### config.mk
export PLATFORM = sky130hd
export DESIGN_NAME = fifo_pop_counters
export DESIGN_NICKNAME = d
export VERILOG_FILES = /design/src/rtl/fifo_pop_counters.sv
export SDC_FILE = /design/constraint.sdc
export NUM_CORES = 1
export LEC_CHECK = 0
export ABC_CLOCK_PERIOD_IN_PS = 2500
export CORE_MARGIN = 5
export CORE_UTILIZATION = 48
export DETAILED_ROUTE_END_ITERATION = 8
export PLACE_DENSITY_LB_ADDON = 0.08
export SLEW_MARGIN = 20
export SYNTH_ARGS = -nofsm -noshare
export SYNTH_HDL_FRONTEND = slang
export SYNTH_SLANG_ARGS = --single-unit
### constraint.sdc
create_clock -name clk -period 2.5 [get_ports clk]
set_clock_uncertainty 0.1 [all_clocks]
set_input_delay 0.375 -clock clk [delete_from_list [all_inputs] [get_ports clk]]
set_output_delay 0.375 -clock clk [all_outputs]
set_load 0.02 [all_outputs]
### src/rtl/fifo_pop_counters.sv
// Per-channel pop counters with run/freeze control, wrap or saturate overflow handling,
// sticky overflow flags and a registered request/valid read port with optional clear-on-read.
module fifo_pop_counters #(
   parameter int unsigned NUM_CH   = 5,
   parameter int unsigned CNT_W    = 5,
   parameter int unsigned IDX_W    = 3,
   parameter bit          SATURATE = 1'b0
) (
   input  logic              clk,
   input  logic              reset,
   input  logic              start,
   input  logic              stop,
   input  logic [NUM_CH-1:0] pop,
   input  logic              req,
   input  logic [IDX_W-1:0]  idx,
   input  logic              clear_on_read,
   output logic              valid,
   output logic [CNT_W-1:0]  data_out,
   output logic [NUM_CH-1:0] ovf,
   output logic [1:0]        state
);

   typedef enum logic [1:0] {
      StIdle  = 2'd0,
      StCount = 2'd1,
      StHold  = 2'd2
   } state_e;

   localparam logic [CNT_W-1:0] CntMax = '1;

   state_e            state_q, state_d;
   logic [CNT_W-1:0]  cnt_q [NUM_CH];
   logic [CNT_W-1:0]  cnt_d [NUM_CH];
   logic [NUM_CH-1:0] ovf_q, ovf_d;
   logic              valid_q;
   logic [CNT_W-1:0]  data_q, data_d;
   logic [NUM_CH-1:0] hit;
   logic [CNT_W-1:0]  sel_cnt;
   logic              idx_ok;

   assign idx_ok = (32'(idx) < NUM_CH);
   // Pops only count while running; the registered state makes start/stop act one cycle late.
   assign hit    = (state_q == StCount) ? pop : '0;

   always_comb begin
      state_d = state_q;
      unique case (state_q)
         StIdle:  if (start && !stop) state_d = StCount;
         StCount: if (stop)           state_d = StHold;
         StHold:  if (start && !stop) state_d = StCount;
         default:                     state_d = StIdle;
      endcase
   end

   always_comb begin
      sel_cnt = '0;
      for (int i = 0; i < NUM_CH; i++) begin
         if (idx == IDX_W'(i)) sel_cnt = cnt_q[i];
      end
   end

   always_comb begin
      for (int i = 0; i < NUM_CH; i++) begin
         cnt_d[i] = cnt_q[i];
         ovf_d[i] = ovf_q[i];
         if (req && clear_on_read && idx == IDX_W'(i)) begin
            // A pop coinciding with the clearing read survives as the new count.
            cnt_d[i] = CNT_W'(hit[i]);
            ovf_d[i] = 1'b0;
         end else if (hit[i]) begin
            if (cnt_q[i] == CntMax) begin
               ovf_d[i] = 1'b1;
               cnt_d[i] = SATURATE ? CntMax : '0;
            end else begin
               cnt_d[i] = cnt_q[i] + 1'b1;
            end
         end
      end
   end

   always_comb begin
      data_d = data_q;
      if (req) data_d = idx_ok ? sel_cnt : '0;
   end

   always_ff @(posedge clk) begin
      if (reset) begin
         state_q <= StIdle;
         ovf_q   <= '0;
         valid_q <= 1'b0;
         data_q  <= '0;
         for (int i = 0; i < NUM_CH; i++) cnt_q[i] <= '0;
      end else begin
         state_q <= state_d;
         ovf_q   <= ovf_d;
         valid_q <= req;
         data_q  <= data_d;
         for (int i = 0; i < NUM_CH; i++) cnt_q[i] <= cnt_d[i];
      end
   end

   assign valid    = valid_q;
   assign data_out = data_q;
   assign ovf      = ovf_q;
   assign state    = state_q;

endmodule

**Yosys cells after proc, flatten, opt, wreduce, memory -nomap -nowiden**

Memories as Yosys holds them, arrays and structs flattened.
Index checks and enable logic that the tools add are counted.
Widths: inputs -> output; s select.

- Add/sub/neg operators: 5
- Order comparisons: 1
- Equality and inequality tests: 13
- Multiplexer cells: 33
- Bitwise operators: 5
- Reduce and logical (&&, ||, !) cells: 22

Operator list:

| operator | number |
|---|---|
| $mux 5 | 27 |
| $add 5x1->5 const B | 5 |
| $eq 5x5->1 const B | 5 |
| $reduce_and 2->1 | 6 |
| $reduce_or 2->1 | 6 |
| $logic_and 1x1->1 | 7 |
| $eq 3x2->1 const B | 2 |
| $or 1x1->1 | 5 |
| $mux 2 | 2 |
| $pmux 2 s2 | 1 |
| $eq 3x1->1 const B | 1 |
| $eq 3x3->1 const B | 1 |
| $logic_not 3->1 | 1 |
| $lt 3x3->1 const B | 1 |
| $mux 1 | 3 |
| $eq 2x1->1 const B | 1 |
| $eq 2x2->1 const B | 1 |
| $logic_not 2->1 | 1 |
| $ne 2x1->1 const B | 1 |
| $ne 2x2->1 const B | 1 |
| $logic_not 1->1 | 1 |

- Register bits: 13
- Bits in writable memories: 25
- Bits of input ports: 14
- Output and inout port bits: 13
- Memories kept: 1

Memories:

| name | words | bits a word | read ports | clocked after memory_dff | wr ports | RTL line | source |
|---|---|---|---|---|---|---|---|
| cnt_q | 5 | 5 | 5 | 0 | 5 | 32 | `logic [CNT_W-1:0] cnt_q [NUM_CH];` |

**Depth between registers and ports, before layout**

Gate-level depths: netlist of the first run.

- Depth after elaboration: 7
- Depth in mapped cells: 6

**Worst setup path before layout of the first run**

No wires, ideal clock.

- Kind: register to register
- From: mem cnt_q[0][0]
- To: mem cnt_q[0][3]
- Arrival: 1.572 ns
- Data required time: 2.330 ns
- Path slack: 0.758 ns
- Stages on the path, launching flop included: 6
- Clock period less this slack: 1.742 ns
- Path through: dfxtp_1 ha_1 and3_1 ha_1 or4_1 a21oi_1

RTL lines:

| what | RTL line |
|---|---|
| start, declared | 32 |

**Final worst setup path of the first run**

- From: reg state_q[0], in the netlist state[0]
- To: out state[0]

RTL lines:

| what | RTL line | source |
|---|---|---|
| start, declared | 31 | `state_e state_q, state_d;` |
| start signal, assigned | 88 | `state_q <= StIdle;` |
| start signal, assigned | 94 | `state_q <= state_d;` |
| end, declared | 20 | `output logic [1:0] state` |

No word-level cell between the ends.

==> flow_metrics.env, run 1 <==
export IMPL_drv_slew=0
export IMPL_synth_top_area_share_pct=37.62
export IMPL_seqPwrFrac_pct=52.7
export IMPL_drtIter0Drc=137
export IMPL_synth_area_leaders="dfxtp_1, a21oi_1, ha_1"
export IMPL_finalHoldViolCount=0
export IMPL_die_y_um=74.90
export IMPL_antenna_found_initial=0
export IMPL_synth_area_per_cell_um2=8.604
export IMPL_grt_max_degree=15
export IMPL_busiest_layer="met2"
export IMPL_drt_total_wl_um=4910
export IMPL_crit_start="state[0]$_SDFFE_PP0P_"
export IMPL_synth_seq_cells=38
export IMPL_use_met1_pct=26.89
export IMPL_clk_latency_ns=0.28
export IMPL_hp_start="ovf[3]$_SDFFE_PP0P_"
export IMPL_cts_buffers=5
export IMPL_drc_errors=0
export IMPL_cp_slowest_cell="clkdlybuf4s50_1"
export IMPL_synth_seq_area_share_pct=37.62
export IMPL_critPathRequiredTime_ns=2.03
export IMPL_cp_start_kind="flop"
export IMPL_initial_core_util_pct=50.19
export IMPL_synthCells=235
export IMPL_wire_per_inst_um=15.59
export IMPL_synthArstFlopShare_pct=0
export IMPL_power_density_nw_per_um2=489.7
export IMPL_setup_viol_count_final=0
export IMPL_cp_max_fo=8
export IMPL_vias_per_cell=6.010
export IMPL_gr_total_overflow=0
export IMPL_placedCellCount=307
export IMPL_synth_top_area_cell="dfxtp_1"
export IMPL_clkTransAtPathRegs_ns=0.07
export IMPL_clock_root_buffer="clkbuf_8"
export IMPL_crit_path_end_kind="output port"
export IMPL_drv_cap=0
export IMPL_synthesis_nets=259
export IMPL_internal_power_uw=891.8
export IMPL_min_period_ns=1.987
export IMPL_grtUsageMet2_pct=30.95
export IMPL_diodes=0
export IMPL_drtPass1Iterations=4
export IMPL_cts_resized=0
export IMPL_io_buffers=26
export IMPL_die_x_um=74.90
export IMPL_switching_share_pct=24.70
export IMPL_gp_congestion=0.7924
export IMPL_nets=288
export IMPL_final_layout_size_suffix_gt1_share_pct=7.925
export IMPL_grtUsageMet3_pct=3.471
export IMPL_postCtsSetupBuffers=0
export IMPL_core_area_um2=4029
export IMPL_path_buf_inv=1
export IMPL_syn_to_final_growth_pct=19.62
export IMPL_p_clk_share_pct=36.5
export IMPL_fmax_mhz=503.3
export IMPL_synth_edf_count=0
export IMPL_leakagePower_uw=0.0008748
export IMPL_vdd_ir_drop_max_mv=0.3391
export IMPL_htreeDepth=2
export IMPL_p_sw_uw=292.5
export IMPL_grt_pass1_vias=1734
export IMPL_clock_sinks=38
export IMPL_outcome="completed"
export IMPL_grt_setup_unrepaired="false"
export IMPL_hold_class="reg -> reg"
export IMPL_maxSlewHeadroom_pct=64.57
export IMPL_ys_types=41
export IMPL_worstPathCellList="clkdlybuf4s50_1"
export IMPL_final_common_cell="dfxtp_1"
export IMPL_instances_no_fill=315
export IMPL_setup_tns_ns=0
export IMPL_grt_total_usage_pct=19.57
export IMPL_dieArea_um2=5610
export IMPL_clock_path_buffers=2
export IMPL_path_class="reg -> out"
export IMPL_p_comb_share_pct=10.8
export IMPL_std_cell_rows=23
export IMPL_arrival_ns=1.51
export IMPL_ant_nets=0
export IMPL_synth_area_um2=2022
export IMPL_pin_count=27
export IMPL_cp_top_family="buffers and inverters"
export IMPL_r2r_start="cnt_q[0][0]$_SDFFE_PP0P_"
export IMPL_post_route_period_util_pct=79.48
export IMPL_dp_hpwl_um=3672
export IMPL_grt_pass1_wl_um=8314
export IMPL_synth_warning_count=0
export IMPL_layout_common_cells="dfxtp_1, a21oi_1, clkdlybuf4s50_1, nor2_1, nand3_1"
export IMPL_synth_flop_cell="dfxtp_1"
export IMPL_via_count=1893
export IMPL_cts_tree="built"
export IMPL_crit_path_max_incr_delay_ns=0.68
export IMPL_worstMarginPinSlew_ns=0.5298
export IMPL_hold_buffers=0
-- cell families after synthesis --
| group | after synthesis | synth area share [%] |
|---|---|---|
| adders and majority gates | 10 | 6.188 |
| buffers and inverters | 12 | 3.094 |
| muxes | 7 | 4.641 |
| AOI/OAI and AO/OA | 78 | 23.83 |
| DFF | 38 | 37.62 |
| and+or+nand+nor | 90 | 24.63 |
-- through the flow --
stage	util, %	hold slack [ns]	cell area (um^2)	power, uW	setup WS (ns)
global placement	57.76	0.3510	2327	766.0	0.3763
floorplan	-	0.3481	2022	709.1	0.7582
CTS	60.03	0.3822	2419	1200	0.4993
global route	60.03	0.4068	2419	1236	0.4385
finish	60.03	0.3757	2419	1184	0.5131
detailed placement	57.76	0.3614	2327	766.3	0.3161
-- power groups by stage --
stage / Combinational [uW] / Sequential [uW] / Clock, uW
finish: 128 / 625 / 432
global route: 139 / 626 / 471
CTS: 128 / 624 / 448
detailed placement: 128 / 639 / 0
global placement: 128 / 638 / 0
floorplan: 68.6 / 641 / 0
-- cell type report --
class | count | area (um^2)
flip-flops and latches | 38 | 760.7
clock inverters | 1 | 5.005
well taps | 50 | 62.56
inverters | 4 | 15.01
fillers | 391 | 1610
clock buffers | 7 | 86.33
repair buffers | 30 | 290.3
multi-input cells | 185 | 1199
-- layer usage --
layer,part of all wire (%),vias to the layer above
li1,-,961
met1,49,882
met2,45,43
met3,4.8,7
met4,1.2,0
met5,0,-
-- cells in the mapped netlist, types with 3 or more instances --
library cell / instances
or4_1: 5
a31oi_1: 13
o21ai_0: 11
nand3b_1: 6
nor3_1: 3
inv_1: 4
ha_1: 10
and3_1: 5
nand2b_1: 3
a21o_1: 3
or4b_1: 5
mux2_2: 6
nor2b_1: 3
clkbuf_1: 3
nand3_1: 20
nand2_1: 15
dfxtp_1: 38
o32ai_1: 3
a21oi_1: 30
nor2_1: 20
-- sequential cells by signal, summed over array words and instances, names as in the netlist --
name	cells
cnt_q	25
data_out	5
ovf	5
state	2
valid	1
-- worst paths after layout --
path	cells past startpoint	endpoint	slack (ns)
worst max-delay path	1	state[0]	0.51
worst min-delay path	2	ovf[3]$_SDFFE_PP0P_	0.38
worst max register to register	5	cnt_q[0][3]$_SDFFE_PP0P_	0.59
worst min register to register	2	ovf[3]$_SDFFE_PP0P_	0.38
No activity file was read; power rests on OpenSTA's default activity.
==> run 2: changes to the inputs <==
--- a/config.mk
+++ b/config.mk
@@ -5,7 +5,7 @@
 export SDC_FILE = /design/constraint.sdc
 export NUM_CORES = 1
 export LEC_CHECK = 0
-export ABC_CLOCK_PERIOD_IN_PS = 2500
+export ABC_CLOCK_PERIOD_IN_PS = 2000
 export CORE_MARGIN = 5
 export CORE_UTILIZATION = 48
 export DETAILED_ROUTE_END_ITERATION = 8
==> constraint.sdc (replaced) <==
create_clock -name clk -period 2 [get_ports clk]
set_clock_uncertainty 0.1 [all_clocks]
set_input_delay 0.3 -clock clk [delete_from_list [all_inputs] [get_ports clk]]
set_output_delay 0.3 -clock clk [all_outputs]
set_load 0.02 [all_outputs]
==> flow_metrics.env, run 2 (same netlist as run 1, synthesis figures left out) <==
export IMPL_post_route_period_util_pct=96.82
export IMPL_pin_count=27
export IMPL_drtPass1Iterations=4
export IMPL_crit_path_max_incr_delay_ns=0.69
export IMPL_dp_hpwl_um=4005
export IMPL_holdPathStages=2
export IMPL_power_density_nw_per_um2=633.1
export IMPL_drtIter0Drc=154
export IMPL_cts_resized=0
export IMPL_critical_path_depth=1
export IMPL_fmax_mhz=516.4
export IMPL_cp_max_fo=8
export IMPL_grt_total_usage_pct=20.51
export IMPL_layout_common_cells="dfxtp_1, a21oi_1, clkdlybuf4s50_1"
export IMPL_worstPathCellList="clkdlybuf4s50_1"
export IMPL_die_y_um=74.90
export IMPL_initial_core_util_pct=50.19
export IMPL_ant_nets=0
export IMPL_gp_congestion=0.8312
export IMPL_path_class="reg -> out"
export IMPL_drc_errors=0
export IMPL_antenna_found_initial=0
export IMPL_die_x_um=74.90
export IMPL_maxSlewHeadroom_pct=73.90
export IMPL_instances_no_fill=331
export IMPL_gr_total_overflow=0
export IMPL_r2r_slack_ns=0.12
export IMPL_final_common_cell="dfxtp_1"
export IMPL_wire_per_inst_um=16.30
export IMPL_cts_tree="built"
export IMPL_leakagePower_uw=0.0009716
export IMPL_diodes=0
export IMPL_drv_cap=0
export IMPL_largest_register_ffs=25
export IMPL_grt_setup_unrepaired="false"
export IMPL_cp_top_family="buffers and inverters"
export IMPL_vdd_ir_drop_max_mv=0.4256
export IMPL_final_layout_size_suffix_gt1_share_pct=13.52
export IMPL_arrival_ns=1.54
export IMPL_htreeDepth=2
export IMPL_syn_to_final_growth_pct=27.60
export IMPL_clock_path_buffers=2
export IMPL_worst_r2r_cell_count=5
export IMPL_clk_latency_ns=0.29
export IMPL_vias_per_cell=5.985
export IMPL_nets=305
export IMPL_placedCellCount=324
export IMPL_regMostFlops="cnt_q"
export IMPL_hold_class="reg -> reg"
export IMPL_setup_tns_ns=0
export IMPL_timing_final_ws_setup_ns=0.06353
export IMPL_grt_max_degree=15
export IMPL_setup_viol_count_final=0
export IMPL_dieArea_um2=5610
export IMPL_clock_sinks=38
export IMPL_via_count=1981
export IMPL_finalHoldViolCount=0
export IMPL_drv_slew=0
export IMPL_crit_path_end_kind="output port"
export IMPL_grt_pass1_vias=1789
export IMPL_outcome="completed"
export IMPL_clkTransAtPathRegs_ns=0.07
export IMPL_cp_slowest_cell="clkdlybuf4s50_1"
export IMPL_critPathRequiredTime_ns=1.60
export IMPL_place_ws_ns=0.07985
export IMPL_path_buf_inv=1
export IMPL_min_period_ns=1.936
export IMPL_core_area_um2=4029
export IMPL_worstMarginPinSlew_ns=0.3909
export IMPL_io_buffers=26
export IMPL_std_cell_rows=23
export IMPL_hold_buffers=0
export IMPL_grt_pass1_wl_um=8783
export IMPL_drt_total_wl_um=5395
export IMPL_clock_root_buffer="clkbuf_8"
export IMPL_cts_buffers=5
export IMPL_postCtsSetupBuffers=0
export IMPL_cp_start_kind="flop"
## run 2: cell types whose count changed in the layout (fill, tap and decap cells not counted)
cell       before  now
clkbuf_1        1    0
clkinv_2        1    0
buf_4           4   20
bufinv_16       0    1
buf_12          0    1
## run 2: routing by layer
metal	global-route usage [%]	share of wire [%]	vias to the layer above
li1	-	-	992
met1	27.52	47	928
met2	31.91	46	50
met3	3.872	5.1	11
met4	9.289	2.1	0
met5	0	0	-
## run 2: worst paths after layout
kind | start | end
min | ovf[3]$_SDFFE_PP0P_ | ovf[3]$_SDFFE_PP0P_
min reg2reg | ovf[3]$_SDFFE_PP0P_ | ovf[3]$_SDFFE_PP0P_
max reg2reg | cnt_q[0][6]$_SDFFE_PP0P_ | cnt_q[0][7]$_SDFFE_PP0P_
max | state[0]$_SDFFE_PP0P_ | state[0]
## run 2: per-stage QoR
stage	hold slack, ns	total power, uW	instance area, um^2	util [%]
after CTS	0.3765	1641	2580	64.04
after global placement	0.3515	981.2	2467	61.24
after global routing	0.4036	1698	2580	64.04
after floorplan	0.2768	886.4	2022	-
final	0.3738	1633	2580	64.04
after detailed placement	0.3611	982.4	2467	61.24
## run 2: area by class of cell
type	count	area (um^2)
sequential	38	760.7
tap	50	62.56
fill	353	1449
multi-input combinational	185	1199
inverter	4	15.01
clock inverter	1	30.03
timing repair buffer	47	430.4
clock buffer	6	82.58
## run 2: where the power goes
group | leakage [uW] | switching [uW] | internal, uW
registers | 0.000307 | 11.0 | 766
clock network | 0.0000573 | 268 | 399
logic | 0.000607 | 100 | 88.9
total | 0.000972 | 379 | 1250
## run 2: tightest hold or removal path, cell delays in order, from the launching register on
cell and delay, ns:
dfxtp_1 0.32, a31oi_1 0.04, nor2_1 0.07
